## config.mk

```make
export PLATFORM = sky130hd
export DESIGN_NAME = unpacked_array_serializer
export DESIGN_NICKNAME = d
export VERILOG_FILES = /design/src/rtl/unpacked_array_serializer.sv
export SDC_FILE = /design/constraint.sdc
export NUM_CORES = 1
export LEC_CHECK = 0
export ABC_AREA = 1
export CORE_UTILIZATION = 52
export CTS_BUF_LIST = sky130_fd_sc_hd__clkbuf_4
export CTS_CLUSTER_DIAMETER = 80
export CTS_CLUSTER_SIZE = 10
export DETAILED_ROUTE_END_ITERATION = 12
export PLACE_DENSITY = 0.87
export SLEW_MARGIN = 25
export SYNTH_ARGS = -nofsm -noshare
export SYNTH_HDL_FRONTEND = slang
export SYNTH_SLANG_ARGS = --single-unit
```

## constraint.sdc

```tcl
create_clock -name clock -period 2.7 [get_ports clock]
set_input_delay 0.54 -clock clock [delete_from_list [all_inputs] [get_ports clock]]
set_output_delay 0.54 -clock clock [all_outputs]
set_load 0.1 [all_outputs]
```

## src/rtl/unpacked_array_serializer.sv

```systemverilog
// Captures a full M-lane unpacked array in one handshake and streams the lanes
// out one per cycle, lane 0 first, while counting completed frames.
module unpacked_array_serializer #(
    parameter  int M  = 2,
    parameter  int W  = 8,
    localparam int IW = (M > 1) ? $clog2(M) : 1
) (
    input  logic          clock,
    input  logic          reset,
    input  logic [W-1:0]  in_data [0:M-1],
    input  logic          in_valid,
    output logic          in_ready,
    output logic [W-1:0]  out_data,
    output logic          out_valid,
    input  logic          out_ready,
    output logic [IW-1:0] out_index,
    output logic          out_last,
    output logic [15:0]   frame_count
);

    typedef enum logic {
        IDLE = 1'b0,
        SEND = 1'b1
    } state_t;

    localparam logic [IW-1:0] LAST_IDX = IW'(M - 1);

    state_t        r_state;
    logic [W-1:0]  r_buf [0:M-1];
    logic [IW-1:0] r_idx;
    logic [15:0]   r_frame_count;

    logic w_at_last;
    logic w_accept;

    assign w_at_last = (r_idx == LAST_IDX);

    // Combinational ready from out_ready lets the next frame load on the
    // final-lane transfer so consecutive frames have no bubble.
    assign in_ready = !reset && ((r_state == IDLE) || (out_ready && w_at_last));
    assign w_accept = in_valid && in_ready;

    always_ff @(posedge clock or posedge reset) begin
        if (reset) begin
            r_state       <= IDLE;
            r_idx         <= '0;
            r_frame_count <= '0;
            for (int i = 0; i < M; i++) begin
                r_buf[i] <= '0;
            end
        end else begin
            case (r_state)
                IDLE: begin
                    if (w_accept) begin
                        for (int i = 0; i < M; i++) begin
                            r_buf[i] <= in_data[i];
                        end
                        r_idx   <= '0;
                        r_state <= SEND;
                    end
                end
                SEND: begin
                    if (out_ready) begin
                        if (!w_at_last) begin
                            r_idx <= r_idx + IW'(1);
                        end else begin
                            r_frame_count <= r_frame_count + 16'd1;
                            r_idx         <= '0;
                            if (w_accept) begin
                                for (int i = 0; i < M; i++) begin
                                    r_buf[i] <= in_data[i];
                                end
                            end else begin
                                r_state <= IDLE;
                            end
                        end
                    end
                end
                default: r_state <= IDLE;
            endcase
        end
    end

    assign out_data    = r_buf[r_idx];
    assign out_index   = r_idx;
    assign out_valid   = (r_state == SEND);
    assign out_last    = (r_state == SEND) && w_at_last;
    assign frame_count = r_frame_count;

endmodule

```

==> run summary, run 1 <==
TritonCTS built the clock tree. From synthesis to final layout, the design area changed by 31.2%. The tool flagged a number of max-cap violations equal to 0. Walking the worst path, the cells encountered are clkdlybuf4s50_1 > nand2_1 > a21oi_4 > buf_12. The post-synthesis sequential element count came out at 34. The post-synthesis instance area is 1650 um^2. The initial antenna violation count is 0. The worst clock skew on the final layout came out at 4.97 ps. In the synthesized netlist the async set-or-reset flop fraction comes to 100%. The worst setup path is launched from an input pin. In this run the worst path has a maximum fanout of 3.

For this design, the CTS-stage hold fixing added 0 buffers. The filler cell count in the final layout came out at 250. Buffers placed on the I/O ports in this run total 47. The number of primary I/O pins came out at 48. At the pin with the least slew margin, the transition time is 409 ps. The final number of max-transition violations is 0. The first global-routing pass estimated 5.44 mm of wire. The H-tree level count is 2. The worst setup slack before clock tree synthesis is 596 ps. The die height came out at 58.3 um. Post-CTS timing repair inserted 0 buffers for setup. For this run, the slowest stage of the critical path takes 510 ps. The final setup violation count is 0. The area enclosed by the die boundary is 3400 um^2. The count of flip-flops with a built-in enable after synthesis is 0. The total leakage power came out at 1.17 nW. The area share of the largest cell type after synthesis is 51.6%. Setup repair after global routing left no endpoint under its margin.

Ranked by total cell area, the synthesized netlist is headed by dfrtp_1, nand2_1, inv_1. Once the clock tree was built, the resizer swapped 0 gates to a different size. The routed length per instance came out at 11.0 um. The flop-to-flop setup slack is 1030 ps.

The smallest setup slack after layout is 606 ps. In the routed layout, each cell is associated on average with a via count of 4.67. Clock tree synthesis selected as its root buffer the cell clkbuf_4. At the worst endpoint, the arrival time is 1550 ps. The post-synth net total came out at 214. Global routing used 21.6% of the available tracks across all layers.

After clock tree synthesis, the clock-pin slew on the worst setup and hold paths is 90 ps. The multi-input combinational cells in the finished layout cover a total of 686 um^2. The final total negative setup slack is 0 ps. The total clock sinks is 34.

The required time of the critical path is 2160 ps. The TritonCTS buffer count came out at 5. Routability-driven placement finished with a final weighted congestion of 0.785. The detailed router's first-iteration violation count came out at 38. The Yosys step of the flow raised 0 warnings.

The number of library cell types mapped by synthesis came out at 25. The initial utilization of the core area, before any placement, comes to 54.5%. Synthesis produced 193 cells. At the later pin of the worst-skew pair, clock insertion delay measures 330 ps. The total power per unit cell area came out at 1260 nW/um^2. The number of global-route vias before repair came out at 1,207. The number of hold-slack violations in the final timing report came out at 0. In the final layout, the share of cells above drive strength 1 is 19.6%. The slowest stage of the critical path belongs to the cell clkdlybuf4s50_1. The largest total area in the synthesized netlist belongs to dfrtp_1. The first-pass detailed-route iteration total is 4. The placement row count came out at 20.

The area of the core came out at 3030 um^2. The worst setup path is of the input pin to primary output kind. The post-route DRC violation count is 0. The headroom to the max-slew limit is 72.7%. The shortest period the worst path allows came out at 2090 ps. The deepest clock path buffer count came out at 2. The repair_antennas step left the layout with diodes totalling 0. The most used standard cell by instance count after synthesis is nand2_1. Dividing the final minimum period by the clock period gives 77.6%.

The proportion of synthesized chip area in sequential cells is 51.6%. The top achievable clock speed is 0.478 GHz. In this run the worst hold path is classified as register to register. The total overflow left after global routing is 0. The die width is 58.3 um. The kind of end point of the critical path is a primary output. Entering global routing, the biggest net connects 35 pins. The net count of the finished layout is 265. The final routed wirelength across all metal layers came out at 3.17 mm.

The total half-perimeter wirelength after legalization and detailed placement came out at 2.37 mm. The detailed router placed 1,349 vias in this run. The average footprint of a synthesized cell came out at 8.55 um^2. The flow ran to the end, and the final reports show no timing, DRC or antenna violations. The number of antenna-violating nets in the routed design is 0. The commonest cells after synthesis are nand2_1, dfrtp_1, inv_1, nor2_1, nand3_1. The worst-case IR drop observed on VDD is 0.00113 V.

Across the whole layout, storage elements account for 852 um^2. The most used flip-flop cell after synthesis is dfrtp_1.
kinds of logic (layout without fill, tap and decap cells):
kind of cell,Yosys count,in the layout,share of synthesized area (%)
flops,34,34,51.6
compound gates,20,20,6.98
xor+xnor,10,10,5.76
simple gates,99,99,27.8
fa+ha+maj,1,1,0.758
buf+inv,29,81,7.13
per-stage QoR:
| stage | power, mW | instances | cell area (um^2) | utilization [%] | hold slack, ps |
|---|---|---|---|---|---|
| 5_1_grt | 2.86 | 289 | 2160 | 71.5 | 508 |
| 4_1_cts | 2.73 | 289 | 2160 | 71.5 | 483 |
| 3_3_place_gp | 2.44 | 281 | 2110 | 69.7 | 456 |
| 6_report | 2.72 | 289 | 2160 | 71.5 | 484 |
| 3_5_place_dp | 2.46 | 281 | 2110 | 69.7 | 460 |
| 2_1_floorplan | 2.12 | 193 | 1660 | - | 442 |
report_power, final:
| part | total [mW] | switching, mW | internal [mW] |
|---|---|---|---|
| Clock | 0.269 | 0.161 | 0.108 |
| Sequential | 0.793 | 0.139 | 0.654 |
| Combinational | 1.66 | 1.31 | 0.345 |
area by class of cell:
class                   instances  share of cell area [%]
clock buffers                   6                    2.08
clock inverters                 2                   0.405
inverters                      24                    4.16
multi-input cells             130                    31.7
flip-flops and latches         34                    39.4
well taps                      44                    2.54
repair buffers                 49                    19.8
per-layer routing:
| layer | global-route usage (%) | wire [um] |
|---|---|---|
| met1 | 31.0 | 1540 |
| met2 | 31.9 | 1470 |
| met3 | 5.27 | 96 |
| met4 | 8.50 | 57 |
| met5 | 0 | 0 |
state kept, by name (all words and copies together), names as in the netlist:
register	cells
frame_count	16
out_index	1
out_valid	1
r_buf	16
path summary, 6_finish.rpt:
check                               start        end  cells past startpoint
worst max-delay path            out_ready   in_ready                      4
worst min-delay path             r_buf[1]   r_buf[1]                      2
worst max register to register  out_index  r_buf[10]                      6
worst min register to register   r_buf[1]   r_buf[1]                      2
max in group asynchronous           reset  out_index                      3
min in group asynchronous           reset   r_buf[6]                      3
worst max-delay path: cells and delay by family:
family	cells	cell delay, ps
buffers and inverters	2	700
AOI/OAI and AO/OA	1	200
and+or+nand+nor	1	120
placed cells by master (no fill, tap or decap), types with 3 or more instances in the layout:
cell type / instances
inv_1: 24
nor2_1: 17
buf_4: 29
o21ai_1: 7
clkbuf_4: 6
nand4_1: 4
clkdlybuf4s50_1: 19
nand3_1: 12
nand2_1: 55
nor3_1: 3
xor2_1: 7
dfrtp_1: 33
a21oi_1: 8
Power figures use the tool's default switching activity.
==> inputs of run 2 (changes only) <==
--- a/config.mk
+++ b/config.mk
@@ -6,12 +6,12 @@
 export NUM_CORES = 1
 export LEC_CHECK = 0
 export ABC_AREA = 1
-export CORE_UTILIZATION = 52
+export CORE_UTILIZATION = 44
 export CTS_BUF_LIST = sky130_fd_sc_hd__clkbuf_4
 export CTS_CLUSTER_DIAMETER = 80
 export CTS_CLUSTER_SIZE = 10
 export DETAILED_ROUTE_END_ITERATION = 12
-export PLACE_DENSITY = 0.87
+export PLACE_DENSITY = 0.78
 export SLEW_MARGIN = 25
 export SYNTH_ARGS = -nofsm -noshare
 export SYNTH_HDL_FRONTEND = slang
==> constraint.sdc (replaced) <==
create_clock -name clock -period 1.8 [get_ports clock]
set_input_delay 0.36 -clock clock [delete_from_list [all_inputs] [get_ports clock]]
set_output_delay 0.36 -clock clock [all_outputs]
set_load 0.1 [all_outputs]
==> run 2 against run 1 <==
Against the previous run: die area increased by 18%; clock-buffer cell count unchanged; critical path type is now register to primary output; wire length increased by 34%; critical endpoint is now out_data[2]; largest power group unchanged; register-to-register slack got worse by 910 ps; global-route usage increased by 1.1 points; via count increased by 10%; clock skew increased by 1.2 ps.
==> run summary, run 2 (synthesized netlist as in run 1, its figures left out) <==
The run finished with clean final reports. The filler cell count in the final layout came out at 212 (-15%). For the finished layout, the period the worst path requires is 1790 ps.

The number of hold-slack violations in the final timing report came out at 0 (unchanged). The antenna diode count came out at 0 (unchanged). The starting density of the core is 47.6% (-6.9 points). The die height is 63.2 um (+8.4%).

The required time of the critical path is 1440 ps (-720 ps). The number of cells on the worst reg-to-reg path came out at 8 (+2). The library cell used most frequently in the layout, excluding fill and tap cells, is nand2_1. The final worst hold slack is 383 ps (-101 ps). The flop-to-flop setup slack is 120 ps (-910 ps). The area of all placed cells without fillers came to 2790 um^2 (+29%).

The placement row count is 21 (+5.0%). The final routed wirelength across all metal layers is 4.26 mm (+34%). In this run the critical register-to-register path is launched from out_index. The via count is 1,488 (+10%). The first-pass detailed-route iteration total came out at 6 (+2). The top achievable clock speed is 0.558 GHz. STA classifies the critical path endpoint as a primary output. The area of the core came out at 3470 um^2 (+15%).

The largest voltage drop on the vdd net came out at 0.00187 V (+65%). The worst setup slack before clock tree synthesis came out at -39.5 ps (-636 ps). The largest net degree at the start of global routing is 28 (-20%).

The path class of the tightest hold or removal check is input pin to async pin. The number of antenna-violating nets in the routed design came out at 0 (unchanged). The initial antenna violation count is 0 (unchanged). The critical path is of the register to primary output type. The post-route DRC violation count came out at 0 (unchanged). The smallest setup slack after layout is 8.10 ps (-598 ps).

The CTS clock-pin slew for the worst setup and hold paths came out at 110 ps (+20 ps). The global-route wire length before repair is 6.93 mm (+27%). Setup repair after global routing could not meet its margin everywhere. The reg-to-reg critical path endpoint is frame_count[14].

The number of global-route vias before repair is 1,465 (+21%). The area enclosed by the die boundary is 4000 um^2 (+18%). The post-placement cell area was 2620 um^2 (+24%). The placer congestion estimate is 0.768 (-2.2%). The last element of the critical path is out_data[2]. The worst clock skew on the final layout came to 6.14 ps (+1.17 ps).

The final total negative setup slack is 0 ps (unchanged). The final number of max-transition violations is 0 (unchanged). The headroom to the max-slew limit is 65.1% (-7.6 points). The area of the multi-input gates came out at 795 um^2 (+16%). The die width is 63.2 um (+8.4%).

The vias per cell came to 4.91 (+5.2%). The library cells used most frequently in the layout, excluding fill and tap cells, are nand2_1, buf_12, dfrtp_1. In this run the clock root is driven by a clkbuf_4. The TritonCTS buffer count is 5 (unchanged).

The net count of the finished layout came out at 277 (+4.5%). The total power per unit cell area came out at 1900 nW/um^2 (+52%). The total of hold buffers inserted after clock tree synthesis is 0 (unchanged). The deepest clock path buffer count is 2 (unchanged). The footprint of the flip-flops and latches is 866 um^2 (+1.6%).

The final setup violation count was 0 (unchanged). The detailed router's first-iteration violation count came out at 87 (+130%). The critical path data arrival time came to 1430 ps (-120 ps). The total half-perimeter wirelength after legalization and detailed placement came to 2.79 mm (+18%). The port buffer count came out at 47 (unchanged). The sum of overflow across all layers after global routing is 0 (unchanged). The H-tree level count was 2 (unchanged).

Relative to the synthesized area, the layout overhead comes to 69.1%. The max-capacitance violation count came out at 0 (unchanged). The most critical setup path has its startpoint at out_index. The total clock sinks is 34 (unchanged). The total global routing track utilization came to 22.7% (+1.1 points). The clock latency reported for the late side of the worst-skew pair is 330 ps (about the same).

The proportion of layout cells with a drive suffix above 1 is 33.1% (+13 points). The routed length per instance was 14.0 um (+28%). The peak fanout along the critical path came out at 6 (+3). The transition time of the tightest slew-check pin came out at 519 ps (+110 ps). TritonCTS built the clock tree. The number of primary I/O pins was 48 (unchanged). The total leakage power came out at 1.38 nW (+18%). STA classifies the critical path startpoint as a register. The final critical-path share of the clock period came out at 99.6%.
==> run 2: cell count changes in the layout (fill, tap and decap cells not counted), moves of 5 or more <==
cell and delta:
buf_4 -20, o21ai_1 -7, dfrtp_1 -9, nand2_1 -6
o21ai_4 +8, dfrtp_2 +8, nand2_2 +5, buf_12 +29
==> run 2: layout make-up <==
class                   instances  area share, %
repair buffers                 61           33.1
flip-flops and latches         34           31.0
multi-input cells             130           28.5
inverters                      24           3.36
well taps                      46           2.06
clock buffers                   6           1.61
clock inverters                 2          0.359
==> run 2: repair_timing <==
| action | CTS | global route |
|---|---|---|
| setup buffers | 4 | 1 |
| setup endpoints to repair | 10 | 11 |
| pin swaps | 6 | 4 |
| cloned | 0 | 1 |
| resized for setup | 0 | 7 |
==> run 2: layer usage <==
metal | vias to the layer above | global-route usage (%) | wire [um]
met2 | 39 | 38.8 | 2260
met4 | 0 | 10.2 | 89
li1 | 729 | - | -
met1 | 712 | 27.8 | 1760
met3 | 8 | 4.17 | 143
met5 | - | 0 | 0
==> run 2: power by group <==
group	switching [mW]	internal (mW)	total, mW
clock network	0.258	0.164	0.422
logic	2.31	1.36	3.67
registers	0.228	0.999	1.23
==> run 2: through the flow <==
stage / std cells / util [%] / power [mW]
after floorplan: 193 / - / 3.53
after global placement: 289 / 75.6 / 4.58
after detailed placement: 289 / 75.6 / 4.62
after CTS: 301 / 79.0 / 5.21
after global routing: 303 / 80.5 / 5.52
final: 303 / 80.5 / 5.32
==> run 2: worst max-delay path: stages (launching register included) <==
cell       delay [ps]
dfrtp_4           570
clkbuf_16         190
o21ai_4           140
buf_12            190
==> run 2: how the worst min path moves through the flow <==
stage | startpoint | end | slack, ps | cells after the start
after CTS | reset | r_buf[6] | 380 | 2
after floorplan | r_buf[0] | r_buf[0] | 440 | 2
after global placement | r_buf[3] | r_buf[3] | 460 | 2
final | reset | r_buf[6] | 380 | 2
after detailed placement | r_buf[2] | r_buf[2] | 460 | 2
after global routing | reset | r_buf[7] | 400 | 2
==> inputs of run 3 (changes only) <==
--- a/config.mk
+++ b/config.mk
@@ -5,8 +5,8 @@
 export SDC_FILE = /design/constraint.sdc
 export NUM_CORES = 1
 export LEC_CHECK = 0
-export ABC_AREA = 1
-export CORE_UTILIZATION = 44
+export ABC_AREA = 0
+export CORE_UTILIZATION = 43
 export CTS_BUF_LIST = sky130_fd_sc_hd__clkbuf_4
 export CTS_CLUSTER_DIAMETER = 80
 export CTS_CLUSTER_SIZE = 10
==> run 3 against run 2 <==
Against the previous run: the run now ends with setup timing left; critical path depth did not move; core utilization fell by 5.0 points; register-to-register slack barely moved; hold slack improved by 130 ps; cell count fell by 26%; synthesized cell count fell by 42%.
==> run summary, run 3 <==
The total global routing track utilization is 19.2% (-3.5 points). The count of flip-flops with a built-in enable after synthesis is 0 (unchanged). Counting instances in the post-synthesis netlist gives the leading cell types as dfrtp_1, mux2_2, xnor2_1, nand2_1.

The global-route wire length before repair is 5.06 mm (-27%). By area the synthesized netlist is led by dfrtp_1, mux2_2, xnor2_1. The smallest setup slack after layout is -22.7 ps (-30.8 ps).

The final total negative setup slack came to -147 ps (-147 ps). On the critical path the largest part of the delay comes from flip-flops. The worst setup slack before clock tree synthesis was -81.6 ps (-42.0 ps). The post-route DRC violation count came out at 0 (unchanged). The max-capacitance violation count is 0 (unchanged). The post-synthesis instance area came to 1520 um^2 (-7.7%).

The footprint of the flip-flops and latches was 870 um^2 (+0.43%). The number of primary I/O pins came to 48 (unchanged). The shortest period the worst path allows came out at 1820 ps (+30.8 ps). The critical path data arrival time is 1460 ps (+30 ps). The net count of the finished layout came out at 199 (-28%). Along the worst hold path, the cell count comes to 1. The xor/xnor cell area share of the yosys netlist is 8.63% (+2.9 points).

The average footprint of a synthesized cell is 13.7 um^2 (+60%). The total half-perimeter wirelength after legalization and detailed placement came to 2.37 mm (-15%). The adder-cell share of the synthesized area came out at 0.822% (+0.064 points). The most used standard cell by instance count after synthesis is dfrtp_1. The placement row count is 21 (unchanged). The area enclosed by the die boundary was 3780 um^2 (-5.4%).

The TritonCTS buffer count is 5 (unchanged). The final number of max-transition violations came out at 0 (unchanged). The die width is 61.5 um (-2.8%).

The area share of the largest cell type after synthesis is 55.9% (+4.3 points). The proportion of synthesized area in mux cells came out at 18.5% (+18 points). STA classifies the critical path endpoint as a primary output. The area of all placed cells without fillers came out at 2540 um^2 (-9.1%). The starting density of the core is 45.3% (-2.3 points). The H-tree level count is 2 (unchanged). The number of hold-slack violations in the final timing report was 0 (unchanged). The total number of yosys warnings is 0 (unchanged). The library cells used most frequently in the layout, excluding fill and tap cells, are buf_12, mux2_2, dfrtp_1. The post-synthesis sequential element count is 34 (unchanged). In the synthesized netlist the dominant register cell turns out to be dfrtp_1. The area share of and/or/nand/nor cells after synthesis is 12.6% (-15 points). The final worst hold slack came to 514 ps (+130 ps).

The number of antenna-violating nets in the routed design came to 0 (unchanged). The routed length per instance came to 14.0 um (-0.67%). The top achievable clock speed came out at 0.549 GHz (-1.7%). The port buffer count came out at 47 (unchanged). The placer congestion estimate is 0.714 (-7.0%).

The library cell contributing the largest single delay on the critical path is dfrtp_4. The filler cell count in the final layout is 220 (+3.8%). The area of the multi-input gates came out at 656 um^2 (-17%). The clock tree root driver cell is clkbuf_4.

The final reports fail on setup timing. The total stage count of the critical path is 3 (unchanged). The instance count of the mapped netlist is 111 (-42%).

The total clock sinks is 34 (unchanged). The die height is 61.5 um (-2.8%). The delay contributed by the slowest stage of the critical path came out at 510 ps (-60 ps). The biggest area consumer among synthesized cells is dfrtp_1. The number of cells on the worst reg-to-reg path is 7 (-1). The post-synth net total came to 132 (-38%). The final routed wirelength across all metal layers came to 3.14 mm (-26%).

The run finished, with violations left. Setup repair after global routing could not meet its margin everywhere. The largest net degree at the start of global routing came out at 21 (-25%). The fraction of the mapped netlist area in compound gates was 1.64% (-5.3 points). The area of the core is 3360 um^2 (-3.0%). The initial antenna violation count is 0 (unchanged). The CTS clock-pin slew for the worst setup and hold paths came out at 100 ps (about the same). The antenna diode count came out at 0 (unchanged).

The headroom to the max-slew limit is 80.4% (+15 points). The final setup violation count was 8 (+8). The worst setup path is launched from a register. The tightest min-delay check is of the register to register type. The transition time of the tightest slew-check pin is 292 ps (-228 ps). The deepest clock path buffer count came out at 2 (unchanged). The detailed router's first-iteration violation count is 19 (-78%). The required time of the critical path is 1440 ps (about the same). The number of library cell types mapped by synthesis came out at 22 (-12%). Traced cell by cell, the critical path runs through buf_6 > mux2_4 > buf_12. The post-placement cell area came to 2420 um^2 (-7.7%). The first-pass detailed-route iteration total is 4 (-2). The proportion of layout cells with a drive suffix above 1 came out at 53.6% (+21 points). The worst clock skew on the final layout came out at 6.65 ps (+0.513 ps). The final critical-path share of the clock period is 101% (+1.7 points). The share of flip-flops with an asynchronous set or reset is 100% (unchanged). The vias per cell came out at 4.87 (-0.81%). The proportion of synthesized chip area in sequential cells came out at 55.9% (+4.3 points).

The count of buffer and inverter cells on the critical path came out at 2 (unchanged). The type of the worst setup path is register to primary output. The number of global-route vias before repair came to 1,124 (-23%).

From synthesis to final layout, the design area changed by 66.6%. The sum of overflow across all layers after global routing came out at 0 (unchanged). The main combinational cell family by area after synthesis is multiplexers. The clock latency reported for the late side of the worst-skew pair is 340 ps (about the same). TritonCTS built the clock tree.

The via count came out at 1,096 (-26%). The peak fanout along the critical path came out at 4 (-2). Leaving out fill and tap cells, the most frequent cell in the layout is buf_12.
run 3: cell types whose count changed in the layout (fill, tap and decap cells not counted), sizes merged, moves of 5 or more:
cell   delta
o21ai     -9
nand3     -8
xnor2    +10
nand2    -51
xor2      -5
a21oi    -10
nor2     -16
mux2     +25
inv      -19
run 3: per-stage QoR:
stage                     cells  utilization (%)
after global placement      210             71.9
after floorplan             111                -
after global routing        225             75.4
after detailed placement    210             71.9
final                       225             75.4
after CTS                   223             75.0
run 3: final timing paths:
check	startpoint	to	slack, ps
max	out_index	out_data[0]	-20
min	r_buf[14]	r_buf[14]	510
max reg2reg	out_index	frame_count[15]	120
min reg2reg	r_buf[14]	r_buf[14]	510
max in group asynchronous	reset	out_index	960
min in group asynchronous	reset	r_buf[4]	580
run 3: logic make-up (layout without fill, tap and decap cells):
kind of cell	count (synthesis)	count (layout)
fa+ha+maj	1	1
flops	34	34
buf+inv	6	74
xor+xnor	15	15
compound gates	3	3
mux	25	25
simple gates	27	27
run 3: what timing repair did:
| action | in CTS | in global routing |
|---|---|---|
| setup endpoints to repair | 9 | 10 |
| setup buffers | 5 | 2 |
| gates resized for setup | 6 | 0 |
| hold buffers | 0 | 0 |
run 3: cell type report:
| cell class | instances | share of cell area, % |
|---|---|---|
| clock buffer | 6 | 1.78 |
| clock inverter | 2 | 0.345 |
| inverter | 4 | 0.592 |
| multi-input combinational | 71 | 25.8 |
| sequential | 34 | 34.3 |
| tap | 46 | 2.27 |
| timing repair buffer | 62 | 34.9 |
run 3: routing by layer:
metal  part of all wire, %  global-route usage (%)  routed length, um
met3                   6.9                    8.19                217
met1                    40                    21.5               1240
met4                   1.2                    6.67                 39
met2                    52                    32.9               1640
met5                     0                       0                  0
Power of run 3 is not shown: default switching activity piles up to over one toggle a cycle in this logic, so the estimate is an artifact.
